==> src/rtl/mem_port_arbiter_if.sv <==
// Signal bundle between the CPU requesters (fetch and data), the arbiter and the memory port.
// slave is the arbiter's view, master is the surrounding CPU/memory view.
interface mem_port_arbiter_if;
    logic        i_req;
    logic [31:0] i_addr;
    logic        i_ack;
    logic [31:0] i_rdata;
    logic        ir_ce;
    logic        d_req;
    logic        d_we;
    logic [31:0] d_addr;
    logic [31:0] d_wdata;
    logic        d_ack;
    logic [31:0] d_rdata;
    logic        mdr_ce;
    logic        bus_err;
    logic        mem_req;
    logic        mem_we;
    logic [31:0] mem_addr;
    logic [31:0] mem_wdata;
    logic [31:0] mem_rdata;
    logic        mem_ack;

    modport slave (
        input  i_req, i_addr, d_req, d_we, d_addr, d_wdata, mem_rdata, mem_ack,
        output i_ack, i_rdata, ir_ce, d_ack, d_rdata, mdr_ce, bus_err,
               mem_req, mem_we, mem_addr, mem_wdata
    );

    modport master (
        output i_req, i_addr, d_req, d_we, d_addr, d_wdata, mem_rdata, mem_ack,
        input  i_ack, i_rdata, ir_ce, d_ack, d_rdata, mdr_ce, bus_err,
               mem_req, mem_we, mem_addr, mem_wdata
    );
endinterface

==> src/rtl/mem_port_arbiter.sv <==
// Shares the single memory port between instruction fetch and data access,
// with D-priority arbitration, starvation guard for I, timeout abort and IR/MDR enables.
module mem_port_arbiter #(
    parameter int MAX_D_STREAK = 4,
    parameter int TIMEOUT      = 64
) (
    input  logic              clk,
    input  logic              rst,
    mem_port_arbiter_if.slave bus
);
    localparam logic [1:0] S_IDLE    = 2'd0;
    localparam logic [1:0] S_GRANT_I = 2'd1;
    localparam logic [1:0] S_GRANT_D = 2'd2;
    localparam logic [1:0] S_DONE    = 2'd3;

    localparam logic [3:0] STREAK_MAX = 4'(MAX_D_STREAK);
    localparam logic [7:0] TMO_LAST   = 8'(TIMEOUT - 1);

    logic [1:0]  state;
    logic        owner_d;
    logic        just_done;
    logic [3:0]  streak;
    logic [7:0]  tcnt;
    logic [31:0] addr_q;
    logic [31:0] wdata_q;
    logic [31:0] rdata_q;
    logic        we_q;
    logic        err_q;

    logic pick_i, pick_d, grant_i, grant_d, busy, i_ack_w, d_ack_w;

    // Winner by priority rules first; the masking below can only veto it, never hand
    // the slot to the other side, so a just-acked winner costs one wait cycle.
    always_comb begin
        pick_i = 1'b0;
        pick_d = 1'b0;
        if (bus.i_req && bus.d_req) begin
            if (streak == STREAK_MAX) pick_i = 1'b1;
            else                      pick_d = 1'b1;
        end else if (bus.i_req) begin
            pick_i = 1'b1;
        end else if (bus.d_req) begin
            pick_d = 1'b1;
        end
    end

    assign grant_i = (state == S_IDLE) && pick_i && !(just_done && !owner_d);
    assign grant_d = (state == S_IDLE) && pick_d && !(just_done && owner_d);
    assign busy    = (state == S_GRANT_I) || (state == S_GRANT_D);

    always_ff @(posedge clk or posedge rst) begin
        if (rst) begin
            state     <= S_IDLE;
            owner_d   <= 1'b0;
            just_done <= 1'b0;
            streak    <= '0;
            tcnt      <= '0;
            addr_q    <= '0;
            wdata_q   <= '0;
            rdata_q   <= '0;
            we_q      <= 1'b0;
            err_q     <= 1'b0;
        end else begin
            just_done <= (state == S_DONE);
            case (state)
                S_IDLE: begin
                    if (grant_i || grant_d) begin
                        state   <= grant_i ? S_GRANT_I : S_GRANT_D;
                        owner_d <= grant_d;
                        tcnt    <= '0;
                        if (grant_i) begin
                            addr_q <= bus.i_addr;
                            we_q   <= 1'b0;
                        end else begin
                            addr_q  <= bus.d_addr;
                            we_q    <= bus.d_we;
                            wdata_q <= bus.d_wdata;
                        end
                    end
                    if (!bus.i_req || grant_i) streak <= '0;
                    else if (grant_d)          streak <= streak + 4'd1;
                end
                S_GRANT_I, S_GRANT_D: begin
                    // A completion in the last allowed cycle beats the timeout.
                    if (bus.mem_ack) begin
                        rdata_q <= bus.mem_rdata;
                        err_q   <= 1'b0;
                        state   <= S_DONE;
                    end else if (tcnt == TMO_LAST) begin
                        rdata_q <= '0;
                        err_q   <= 1'b1;
                        state   <= S_DONE;
                    end else begin
                        tcnt <= tcnt + 8'd1;
                    end
                end
                default: begin
                    err_q <= 1'b0;
                    state <= S_IDLE;
                end
            endcase
        end
    end

    assign i_ack_w = (state == S_DONE) && !owner_d;
    assign d_ack_w = (state == S_DONE) && owner_d;

    assign bus.i_ack     = i_ack_w;
    assign bus.d_ack     = d_ack_w;
    assign bus.i_rdata   = i_ack_w ? rdata_q : '0;
    assign bus.d_rdata   = d_ack_w ? rdata_q : '0;
    assign bus.bus_err   = err_q;
    assign bus.ir_ce     = i_ack_w && !err_q;
    assign bus.mdr_ce    = d_ack_w && !we_q && !err_q;
    assign bus.mem_req   = busy;
    assign bus.mem_we    = busy && we_q;
    assign bus.mem_addr  = addr_q;
    assign bus.mem_wdata = wdata_q;
endmodule

==> src/flat_wrapper.sv <==
// flat-port wrapper written by rule: the top's interface ports become plain ports
module mem_port_arbiter_flat 
#(
    parameter int MAX_D_STREAK = 4,
    parameter int TIMEOUT      = 64
)
  (clk, rst, bus_i_req, bus_i_addr, bus_d_req, bus_d_we, bus_d_addr, bus_d_wdata, bus_mem_rdata, bus_mem_ack, bus_i_ack, bus_i_rdata, bus_ir_ce, bus_d_ack, bus_d_rdata, bus_mdr_ce, bus_bus_err, bus_mem_req, bus_mem_we, bus_mem_addr, bus_mem_wdata);
  mem_port_arbiter_if bus_i ();
  input  logic clk;
  input  logic rst;
  input wire logic [$bits(bus_i.i_req)-1:0] bus_i_req;
  input wire logic [$bits(bus_i.i_addr)-1:0] bus_i_addr;
  input wire logic [$bits(bus_i.d_req)-1:0] bus_d_req;
  input wire logic [$bits(bus_i.d_we)-1:0] bus_d_we;
  input wire logic [$bits(bus_i.d_addr)-1:0] bus_d_addr;
  input wire logic [$bits(bus_i.d_wdata)-1:0] bus_d_wdata;
  input wire logic [$bits(bus_i.mem_rdata)-1:0] bus_mem_rdata;
  input wire logic [$bits(bus_i.mem_ack)-1:0] bus_mem_ack;
  output wire logic [$bits(bus_i.i_ack)-1:0] bus_i_ack;
  output wire logic [$bits(bus_i.i_rdata)-1:0] bus_i_rdata;
  output wire logic [$bits(bus_i.ir_ce)-1:0] bus_ir_ce;
  output wire logic [$bits(bus_i.d_ack)-1:0] bus_d_ack;
  output wire logic [$bits(bus_i.d_rdata)-1:0] bus_d_rdata;
  output wire logic [$bits(bus_i.mdr_ce)-1:0] bus_mdr_ce;
  output wire logic [$bits(bus_i.bus_err)-1:0] bus_bus_err;
  output wire logic [$bits(bus_i.mem_req)-1:0] bus_mem_req;
  output wire logic [$bits(bus_i.mem_we)-1:0] bus_mem_we;
  output wire logic [$bits(bus_i.mem_addr)-1:0] bus_mem_addr;
  output wire logic [$bits(bus_i.mem_wdata)-1:0] bus_mem_wdata;
  assign bus_i.i_req = bus_i_req;
  assign bus_i.i_addr = bus_i_addr;
  assign bus_i.d_req = bus_d_req;
  assign bus_i.d_we = bus_d_we;
  assign bus_i.d_addr = bus_d_addr;
  assign bus_i.d_wdata = bus_d_wdata;
  assign bus_i.mem_rdata = bus_mem_rdata;
  assign bus_i.mem_ack = bus_mem_ack;
  assign bus_i_ack = bus_i.i_ack;
  assign bus_i_rdata = bus_i.i_rdata;
  assign bus_ir_ce = bus_i.ir_ce;
  assign bus_d_ack = bus_i.d_ack;
  assign bus_d_rdata = bus_i.d_rdata;
  assign bus_mdr_ce = bus_i.mdr_ce;
  assign bus_bus_err = bus_i.bus_err;
  assign bus_mem_req = bus_i.mem_req;
  assign bus_mem_we = bus_i.mem_we;
  assign bus_mem_addr = bus_i.mem_addr;
  assign bus_mem_wdata = bus_i.mem_wdata;
  mem_port_arbiter #(.MAX_D_STREAK(MAX_D_STREAK), .TIMEOUT(TIMEOUT)) u_core (.clk(clk), .rst(rst), .bus(bus_i));
endmodule
==> config.mk <==
export PLATFORM = sky130hd
export DESIGN_NAME = mem_port_arbiter_flat
export DESIGN_NICKNAME = d
export VERILOG_FILES = /design/src/rtl/mem_port_arbiter_if.sv /design/src/rtl/mem_port_arbiter.sv /design/src/flat_wrapper.sv
export SDC_FILE = /design/constraint.sdc
export NUM_CORES = 1
export LEC_CHECK = 0
export CORE_ASPECT_RATIO = 1.4
export CORE_MARGIN = 1.5
export CORE_UTILIZATION = 44
export DETAILED_ROUTE_END_ITERATION = 16
export MAX_ROUTING_LAYER = met4
export PLACE_DENSITY = 0.86
export SETUP_SLACK_MARGIN = 0.4
export SKIP_CTS_REPAIR_TIMING = 1
export SLEW_MARGIN = 40
export SYNTH_ARGS = -nofsm -noshare
export SYNTH_HDL_FRONTEND = slang
export SYNTH_SLANG_ARGS = --single-unit
==> constraint.sdc <==
create_clock -name clk -period 11.16 [get_ports clk]
set_input_delay 2.79 -clock clk [delete_from_list [all_inputs] [get_ports clk]]
set_output_delay 2.79 -clock clk [all_outputs]
set_load 0.01 [all_outputs]
==> metrics.cfg <==
[drt]
vias = 5377
first_pass_iters = 5
dr.first_iter.drc_count = 290
wl_um = 16900
routed_via_density = 5.38
wl_per_cell_um = 16.9
drc = 0
ant_nets = 0

[worst_hold_path]
hold_path_class = flip-flop to flip-flop
whs_path_depth = 2

[die]
die_area_sq_um = 13100
die_h_um = 135
initial_utilization = 0.448
core-area_sq_um = 12200
row_count = 48
ioPinCount = 269
die-width_um = 97.1

[clock_tree]
numCtsBuffers = 17
cts_tree = done
clock_path_buffers = 2
cts_root_buf = clkbuf_16
worstSkewPairLatency_ns = 0.41
h-tree-depth = 4
path_clk_slew_ns = 0.05
cts_sinks = 114

[power]
seqPwrFrac = 0.324
power.leakage_nw = 4.07
pwr-share-comb = 0.429
clkPwrFrac = 0.248
power_per_cell_area_nw_per_um2 = 260
power_switching_mw = 0.801
p_sw_frac = 0.350
p_int_mw = 1.49
vdd_drop_max_mv = 0.146

[outcome]
status = finished clean

[synthesis]
synth_top_area_frac = 0.523
seq_area_frac_synth = 0.523
synth_adder_area_share = 0.0115
netlist_area_sq_um = 5460
yosysUniqueCellTypes = 51
synth_compound_area_frac = 0.154
synth_cells = 587
synth_nets = 726
async_flop_share = 1.00
synth_xor_area_frac = 0.00321
ys_warn_count = 0
synth-seq-cells = 114
synth_area_leaders = dfrtp_1 (52%), nand2_1 (12%), a22o_1 (5.5%)
synth_top_family_by_area = simple AND/OR/NAND/NOR gates
synth_ff_type = dfrtp_1
synth_edf_count = 0
synthSimpleGateAreaFrac = 0.260
muxShareOfSynthArea = 0
synth_area_leader_cell = dfrtp_1
syn_area_per_cell_sq_um = 9.30

[critical_path]
path_cells = ha_2, nor2b_1, buf_4, and2_1, clkdlybuf4s50_1
cp-end-kind = output port
path_buf_inv = 2
cp_max_fo = 37
reg2reg_depth = 6
start_kind = flip-flop
worst-setup-path-type = flip-flop to output port
cp.depth = 5
slowest_stage = ha_2
arrival_ns = 2.54
crit_family = buffers and inverters
crit_path_max_incr_delay_ns = 0.54
required_ns = 8.37

[finish]
multi_input_area_sq_um = 2360
fill_cells = 879
register_area_sq_um = 2850
syn_to_final_growth_pct = 61.6
drive_gt1_frac = 0.0612
diodes = 0
final_common_cell = clkdlybuf4s50_1
nets = 976
layout_common_cells = clkdlybuf4s50_1 (268), nand2_1 (168), dfrtp_1 (113), nor2_1 (38)

[sta]
skew_ns = 0.0158
fin_crit_ns = 5.33
hold_violations = 0
grt_setup_unrepaired = no
fmax_ghz = 0.188
setup_violations = 0
max-slew-margin-rel = 0.577
setup_tns_ns = 0
fin_crit_sh = 0.477
drv_slew = 0
tightest_slew_ns = 0.634
hold_ws_ns = 0.471

[global_route]
grt_pass1_vias = 5444
grt_max_degree = 67
gr-total-overflow = 0
track_usage = 0.262
antenna_found_initial = 0
grt_pass1_wl_um = 26600

[job]
drv_cap = 0

[placement]
numPortBuffers = 268
gp_congestion = 0.939
detailed_place_hpwl_um = 12000

[worst reg2reg max path, delay by kind of cell, from the launching register on]
kind / cells / cell delay, ns
flip-flops: 1 / 0.38
adder cells (fa/ha/maj): 1 / 0.50
AO/OA/AOI/OAI: 2 / 0.62
buffers and inverters: 2 / 0.65
AND/OR/NAND/NOR: 1 / 0.50
[registers in the layout (all words and copies together), names as in the netlist]
signal / flops
u_core.bus.mem_wdata: 32
u_core.tcnt: 8
u_core.state: 2
u_core.we_q: 1
u_core.bus.mem_addr: 32
u_core.owner_d: 1
u_core.bus.bus_err: 1
u_core.streak: 4
u_core.just_done: 1
u_core.rdata_q: 32
[synthesized netlist by cell type, drive strengths merged, types with 3 or more instances]
master	instances
a21oi	5
a22o	34
a31oi	35
and3	36
buf	22
ha	5
nor2b	5
a211o	3
dfrtp	114
nand2b	4
nor2	38
clkbuf	22
o221ai	3
nand2	168
o22ai	3
inv	12
nand3	7
and2	35
nor3	3
[per-layer routing]
layer / global-route usage / routed length (um) / vias to the layer above / part of all wire
met5: - / 0 / - / 0
met4: 0.0982 / 379 / 0 / 0.022
met3: 0.0751 / 1210 / 31 / 0.072
met2: 0.452 / 8710 / 284 / 0.52
met1: 0.289 / 6590 / 2554 / 0.39
li1: - / - / 2508 / -
[area by class of cell]
| class | count | share of cell area |
|---|---|---|
| flip-flops and latches | 114 | 0.324 |
| well taps | 150 | 0.0213 |
| multi-input cells | 417 | 0.268 |
| inverters | 12 | 0.00539 |
| clock buffers | 22 | 0.0538 |
| clock inverters | 10 | 0.0176 |
| repair buffers | 275 | 0.310 |
[through the flow]
step	power [mW]	worst slack, ns	util	cell area, sq um	std cells
floorplan	1.25	5.35	-	5460	587
global placement	1.67	5.87	0.671	8180	968
detailed placement	1.71	5.74	0.672	8190	968
CTS	2.30	5.82	0.723	8820	1000
global route	2.43	5.69	0.724	8820	1000
finish	2.29	5.83	0.724	8820	1000
[cells by family (layout without fill, tap and decap cells)]
group	count (synthesis)	in the layout
xor+xnor	2	2
fa+ha+maj	5	5
buf+inv	56	319
flops	114	114
simple gates	306	306
compound gates	104	104
[power groups by stage]
stage                     Clock (mW)  Sequential, mW  Combinational (mW)
after global placement             0           0.731               0.941
after CTS                      0.578           0.738               0.984
final                          0.567           0.742               0.981
after floorplan                    0           0.757               0.490
after global routing           0.599           0.764                1.06
after detailed placement           0           0.739               0.974
[path summary, 6_finish.rpt]
kind                                                      start                                   end  slack, ns
setup / recovery                    u_core.state[0]$_DFFE_PP0P_                       bus_i_rdata[26]       5.83
hold / removal             u_core.bus.mem_wdata[22]$_DFFE_PP0P_  u_core.bus.mem_wdata[22]$_DFFE_PP0P_       0.47
setup reg to reg                    u_core.state[0]$_DFFE_PP0P_            u_core.tcnt[5]$_DFFE_PP0P_       8.40
hold reg to reg            u_core.bus.mem_wdata[22]$_DFFE_PP0P_  u_core.bus.mem_wdata[22]$_DFFE_PP0P_       0.47
max in group asynchronous                                   rst            u_core.owner_d$_DFFE_PP0P_       7.29
min in group asynchronous                                   rst  u_core.bus.mem_wdata[10]$_DFFE_PP0P_       2.82
Power figures use the tool's default switching activity.
